`config.mk`:
```
export PLATFORM = sky130hd
export DESIGN_NAME = palette_loader_flat
export DESIGN_NICKNAME = d
export VERILOG_FILES = /design/src/rtl/palette_loader_if.sv /design/src/rtl/palette_loader.sv /design/src/flat_wrapper.sv
export SDC_FILE = /design/constraint.sdc
export NUM_CORES = 1
export LEC_CHECK = 0
export BUFFER_PORTS_ARGS = -buffer_cell sky130_fd_sc_hd__buf_2
export CAP_MARGIN = 15
export CORE_MARGIN = 8
export CORE_UTILIZATION = 45
export CTS_CLUSTER_DIAMETER = 150
export DETAILED_ROUTE_END_ITERATION = 10
export GPL_TIMING_DRIVEN = 0
export PLACE_DENSITY = 0.78
export SYNTH_ARGS = -nofsm -noshare
export SYNTH_HDL_FRONTEND = slang
export SYNTH_SLANG_ARGS = --single-unit
```
`constraint.sdc`:
```
create_clock -name clk -period 7.12 [get_ports clk]
set_input_delay 1.424 -clock clk [delete_from_list [all_inputs] [get_ports clk]]
set_output_delay 1.424 -clock clk [all_outputs]
set_load 0.02 [all_outputs]
```
`src/rtl/palette_loader_if.sv`:
```
// palette_loader_if: HPS ioctl download bus as seen by the palette loader.
//   download  1   download window active
//   index     8   file type of the current download
//   wr        1   one-cycle strobe, addr/dout valid
//   addr      25  byte address within the file
//   dout      8   file byte
//   master: hps_io side (drives the bus); slave: palette_loader side.
interface palette_loader_if;
    logic        download;
    logic [7:0]  index;
    logic        wr;
    logic [24:0] addr;
    logic [7:0]  dout;
    modport master (output download, index, wr, addr, dout);
    modport slave  (input  download, index, wr, addr, dout);
endinterface

```
`src/rtl/palette_loader.sv`:
```
// palette_loader: parses a streamed RGB888 .pal file into RGB555 palette RAM writes.
//   clk               in   system clock
//   reset             in   synchronous, active-high
//   ioctl             in   palette_loader_if.slave download bus
//   load_color        out  one-cycle palette RAM write strobe
//   load_color_index  out  entry being written (held until the next write)
//   load_color_data   out  {B[7:3],G[7:3],R[7:3]} (held until the next write)
//   pal_loaded        out  last palette download delivered all ENTRIES entries
//   busy              out  palette download in progress
module palette_loader #(
    parameter logic [7:0] PAL_INDEX = 8'd2,
    parameter int         ENTRIES   = 64
) (
    input  logic              clk,
    input  logic              reset,
    palette_loader_if.slave   ioctl,
    output logic              load_color,
    output logic [5:0]        load_color_index,
    output logic [14:0]       load_color_data,
    output logic              pal_loaded,
    output logic              busy
);
    localparam int BYTES = ENTRIES * 3;

    typedef enum logic [1:0] {IDLE, GET_R, GET_G, GET_B} state_t;

    state_t     state, state_n, cur;
    logic       sel, sel_q, rise, fall, acc, restart, wr_entry;
    logic [6:0] cnt, cnt_cur;
    logic [4:0] r, g;
    logic       unused_low_bits;

    assign unused_low_bits = ^ioctl.dout[2:0];

    assign sel     = ioctl.download && (ioctl.index == PAL_INDEX);
    assign acc     = sel && ioctl.wr && (ioctl.addr < 25'(BYTES));
    // sel_q resets low, so a window already open at reset release counts as a rising edge
    assign rise    = sel && !sel_q;
    assign fall    = !sel && sel_q;
    // Start of a window, or a re-sent file (address 0), resynchronises to entry 0 red
    assign restart = rise || (acc && ioctl.addr == '0);
    assign busy    = (state != IDLE);

    always_ff @(posedge clk) begin
        if (reset) state <= IDLE;
        else       state <= state_n;
    end

    always_comb begin
        cur      = restart ? GET_R : state;
        cnt_cur  = restart ? 7'd0 : cnt;
        wr_entry = acc && (cur == GET_B) && (cnt_cur < 7'(ENTRIES));
        state_n  = cur;
        if (fall)
            state_n = IDLE;
        else if (acc)
            state_n = (cur == GET_R) ? GET_G :
                      (cur == GET_G) ? GET_B :
                      (cur == GET_B) ? GET_R : IDLE;
    end

    always_ff @(posedge clk) begin
        if (reset) begin
            sel_q            <= 1'b0;
            cnt              <= '0;
            r                <= '0;
            g                <= '0;
            load_color       <= 1'b0;
            load_color_index <= '0;
            load_color_data  <= '0;
            pal_loaded       <= 1'b0;
        end else begin
            sel_q      <= sel;
            load_color <= wr_entry;
            cnt        <= wr_entry ? cnt_cur + 7'd1 : cnt_cur;
            if (acc && cur == GET_R) r <= ioctl.dout[7:3];
            if (acc && cur == GET_G) g <= ioctl.dout[7:3];
            if (wr_entry) begin
                load_color_index <= cnt_cur[5:0];
                load_color_data  <= {ioctl.dout[7:3], g, r};
            end
            // A trailing partial entry never reaches cnt, so it cannot count toward a full palette
            if (rise)
                pal_loaded <= 1'b0;
            else if (fall)
                pal_loaded <= (cnt == 7'(ENTRIES));
        end
    end
endmodule

```
`src/flat_wrapper.sv`:
```
// flat-port wrapper written by rule: the top's interface ports become plain ports
module palette_loader_flat 
#(
    parameter logic [7:0] PAL_INDEX = 8'd2,
    parameter int         ENTRIES   = 64
)
  (clk, reset, load_color, load_color_index, load_color_data, pal_loaded, busy, ioctl_download, ioctl_index, ioctl_wr, ioctl_addr, ioctl_dout);
  palette_loader_if ioctl_i ();
  input  logic clk;
  input  logic reset;
  output logic load_color;
  output logic [5:0] load_color_index;
  output logic [14:0] load_color_data;
  output logic pal_loaded;
  output logic busy;
  input wire logic [$bits(ioctl_i.download)-1:0] ioctl_download;
  input wire logic [$bits(ioctl_i.index)-1:0] ioctl_index;
  input wire logic [$bits(ioctl_i.wr)-1:0] ioctl_wr;
  input wire logic [$bits(ioctl_i.addr)-1:0] ioctl_addr;
  input wire logic [$bits(ioctl_i.dout)-1:0] ioctl_dout;
  assign ioctl_i.download = ioctl_download;
  assign ioctl_i.index = ioctl_index;
  assign ioctl_i.wr = ioctl_wr;
  assign ioctl_i.addr = ioctl_addr;
  assign ioctl_i.dout = ioctl_dout;
  palette_loader #(.PAL_INDEX(PAL_INDEX), .ENTRIES(ENTRIES)) u_core (.clk(clk), .reset(reset), .ioctl(ioctl_i), .load_color(load_color), .load_color_index(load_color_index), .load_color_data(load_color_data), .pal_loaded(pal_loaded), .busy(busy));
endmodule
```
==> impl_metrics.json <==
{
  "crit_arrival_ns": 4.75,
  "drv_cap": 0,
  "final_cells": 363,
  "slowest_stage": "or4b_4",
  "core_sq_um": 4260,
  "antenna_found_initial": 0,
  "ys.flop_type": "dfxtp_1",
  "rows": 24,
  "dieHeight_um": 81.8,
  "power_density_nw_per_um2": 186,
  "power.internal_uw": 356,
  "cts_tree": "built",
  "ff_latch_area_sq_um": 861,
  "drc": 0,
  "ctsResizeCount": 0,
  "slew_violations": 0,
  "p_sw_uw": 99.8,
  "clock-sinks": 43,
  "tns_ns": 0,
  "reg2reg_slack_ns": 4.30,
  "syn_area_per_cell_sq_um": 8.17,
  "clock_latency_ns": 0.30,
  "synthArstFlopShare": 0,
  "worst_pin_slew_ns": 0.575,
  "clockBufferDepth": 2,
  "grt_pass1_wl_um": 8490,
  "r2r_end": "u_core.load_color_data[13]$_SDFFE_PP0P_",
  "r2r-start": "u_core.sel_q$_SDFF_PP0_",
  "synth_nets": 287,
  "swShare": 0.219,
  "path_clk_slew_ns": 0.09,
  "grtUsageTotal": 0.158,
  "endpoint_kind": "flop",
  "netlist_area_sq_um": 1950,
  "use_met3": 0.0383,
  "min_from": "u_core.load_color_data[11]$_SDFFE_PP0P_",
  "path_cells": "buf_2 -> or4b_4 -> buf_6 -> or3_1 -> clkbuf_1 -> a21o_1 -> and2_1 -> ha_1 -> a21bo_2 -> nor4_4 -> o2111ai_1 -> buf_2 -> clkbuf_1 -> nand2_1 -> a21oi_1",
  "fp.dieW_um": 81.8,
  "start_util": 0.456,
  "power.total_uw": 456,
  "path_class": "primary input to flop",
  "fin_crit_sh": 0.635,
  "ctsHtreeMaxLevel": 2,
  "netlist_instances": 238,
  "synth_cell_types": 41,
  "routedWlPerCell_um": 14.1,
  "cts_hold_buf": 0,
  "required_ns": 7.35,
  "yosysWarnings": 0,
  "drt_iter0_drc": 114,
  "io_pins": 69,
  "min_path_type": "flop to flop",
  "dp_hpwl_um": 3870,
  "antenna-diode-count": 0,
  "ys_ff_latch": 43,
  "ant_nets": 0,
  "rsz0062_at_grt": "no",
  "grt_max_degree": 15,
  "finClkSkew_ns": 0.00672,
  "fmax_ghz": 0.221,
  "r2r_cells": 12,
  "fillers": 417,
  "ys_seq_area_frac": 0.442,
  "peakVddDrop_mv": 0.0902,
  "met1_usage": 0.198,
  "critPathMaxFanout": 10,
  "globalplace.congestion": 0.915,
  "grt_overflow": 0,
  "relSlewSlack": 0.616,
  "status": "finished clean",
  "cts_root_buf": "clkbuf_8",
  "final_nets": 359,
  "seqPwrFrac": 0.527,
  "dr.pass1.iters": 4,
  "hold_end": "u_core.load_color_data[11]$_SDFFE_PP0P_",
  "vias": 1942,
  "leakage_nw": 0.976,
  "setup_slack_ns": 2.60,
  "grt-busiest-layer": "met2",
  "cts_setup_buffers": 0,
  "critPathLaunchType": "primary input",
  "die_area_sq_um": 6680,
  "min_path_cells": 2,
  "dp.cells": 355,
  "syn2layout_area_growth_pct": 25.9,
  "power_frac_clock": 0.423,
  "combPwrFrac": 0.050,
  "drive_gt1_frac": 0.277,
  "setup_viol": 0,
  "cp_slowest_stage_delay_ns": 0.52,
  "synth-edff-count": 0,
  "first_global_vias": 1891,
  "wl_um": 5120,
  "multi_input_area_sq_um": 997,
  "grtUsageMet2": 0.260,
  "pre_cts_ws_ns": 2.31,
  "portBuffers": 65,
  "period_needed_ns": 4.52,
  "numCtsBuffers": 5,
  "hold_violations": 0,
  "vias_per_cell": 5.35
}
-- placed cells by master (no fill, tap or decap), drive strengths merged, types with 2 or more instances in the layout --
cell and instances:
a21oi 33, a41oi 2, and2 3, and3 2, and4 2, buf 70, clkbuf 17, clkinv 2
dfxtp 43, ha 4, inv 3, nand2 49, nand3 17, nand3b 6, nand4 4, nor2 7
nor3 4, nor4 4, nor4b 2, o21ai 8, o31ai 2, o41ai 2, or2 3, or3 4
or3b 2, or4 3
-- power by group through the flow --
stage	logic, mW	clock network (mW)	registers [mW]
final	0.0228	0.193	0.240
after detailed placement	0.0227	0	0.246
after CTS	0.0227	0.195	0.240
after global placement	0.0220	0	0.246
after floorplan	0.00829	0	0.246
after global routing	0.0252	0.206	0.240
-- routing by layer --
metal  vias to the layer above  share of wire
li1                        993              -
met2                        52           0.48
met5                         -              0
met3                         7          0.057
met4                         0          0.012
met1                       890           0.45
-- state kept, by name (all words and copies together) (netlist names) --
register	cells
u_core.g	5
u_core.load_color	1
u_core.load_color_data	15
u_core.pal_loaded	1
u_core.load_color_index	6
u_core.sel_q	1
u_core.cnt	7
u_core.r	5
u_core.state	2
-- worst max-delay path by stage --
stage,startpoint,endpoint,slack [ns],cells after the start
6_report,ioctl_index[0],u_core.load_color_data[13]$_SDFFE_PP0P_,2.60,15
2_1_floorplan,ioctl_index[0],u_core.load_color_data[0]$_SDFFE_PP0P_,2.88,14
3_3_place_gp,ioctl_index[0],u_core.load_color_index[2]$_SDFFE_PP0P_,2.33,15
3_5_place_dp,ioctl_index[0],u_core.load_color_data[5]$_SDFFE_PP0P_,2.31,15
4_1_cts,ioctl_index[0],u_core.load_color_data[13]$_SDFFE_PP0P_,2.61,15
5_1_grt,ioctl_index[0],u_core.load_color_data[2]$_SDFFE_PP0P_,2.35,15
-- per-stage QoR --
step	hold slack (ns)	instance area, sq um	utilization
floorplan	0.432	1950	-
global placement	0.436	2340	0.548
detailed placement	0.442	2340	0.548
CTS	0.453	2450	0.574
global route	0.474	2450	0.574
finish	0.452	2450	0.574
-- critical path: cells and delay by family --
kind	cells	cell delay [ns]
simple gates	5	1.20
buf+inv	5	1.13
compound gates	4	0.79
fa+ha+maj	1	0.20
-- Yosys cell counts (2+ instances only) --
cell type | count | share of area
o41ai_1 | 2 | 0.0090
dfxtp_1 | 43 | 0.44
or2_2 | 3 | 0.0096
nor2_1 | 7 | 0.014
nor3_1 | 4 | 0.010
and4_1 | 2 | 0.0090
a21oi_1 | 33 | 0.085
buf_2 | 4 | 0.010
o21ai_0 | 6 | 0.015
nand2_1 | 49 | 0.095
or4_1 | 3 | 0.012
a41oi_1 | 2 | 0.0090
or3_1 | 4 | 0.013
and2_1 | 3 | 0.0096
nand3b_1 | 6 | 0.023
ha_1 | 4 | 0.026
and3_1 | 2 | 0.0064
o31ai_1 | 2 | 0.0077
o21ai_1 | 2 | 0.0051
nand3_1 | 17 | 0.044
nand4_1 | 4 | 0.013
nor4_1 | 3 | 0.0096
inv_1 | 3 | 0.0058
clkbuf_1 | 12 | 0.023
nor4b_1 | 2 | 0.0090
-- kinds of logic (layout without fill, tap and decap cells) --
family / count (synthesis) / after routing / share of synthesized area
buffers and inverters: 20 / 93 / 0.0450
AOI/OAI and AO/OA: 56 / 56 / 0.176
adders and majority gates: 4 / 4 / 0.0257
DFF: 43 / 43 / 0.442
xor gates and xnor gates: 1 / 1 / 0.00450
and+or+nand+nor: 114 / 114 / 0.307
-- layout make-up --
type / instances / share of cell area
multi-input combinational: 175 / 0.407
sequential: 43 / 0.352
timing repair buffer: 65 / 0.133
buffer: 17 / 0.0312
clock buffer: 5 / 0.0281
tap: 52 / 0.0266
clock inverter: 3 / 0.0179
inverter: 3 / 0.00460
Note: power is estimated with default switching activity, not from simulation.
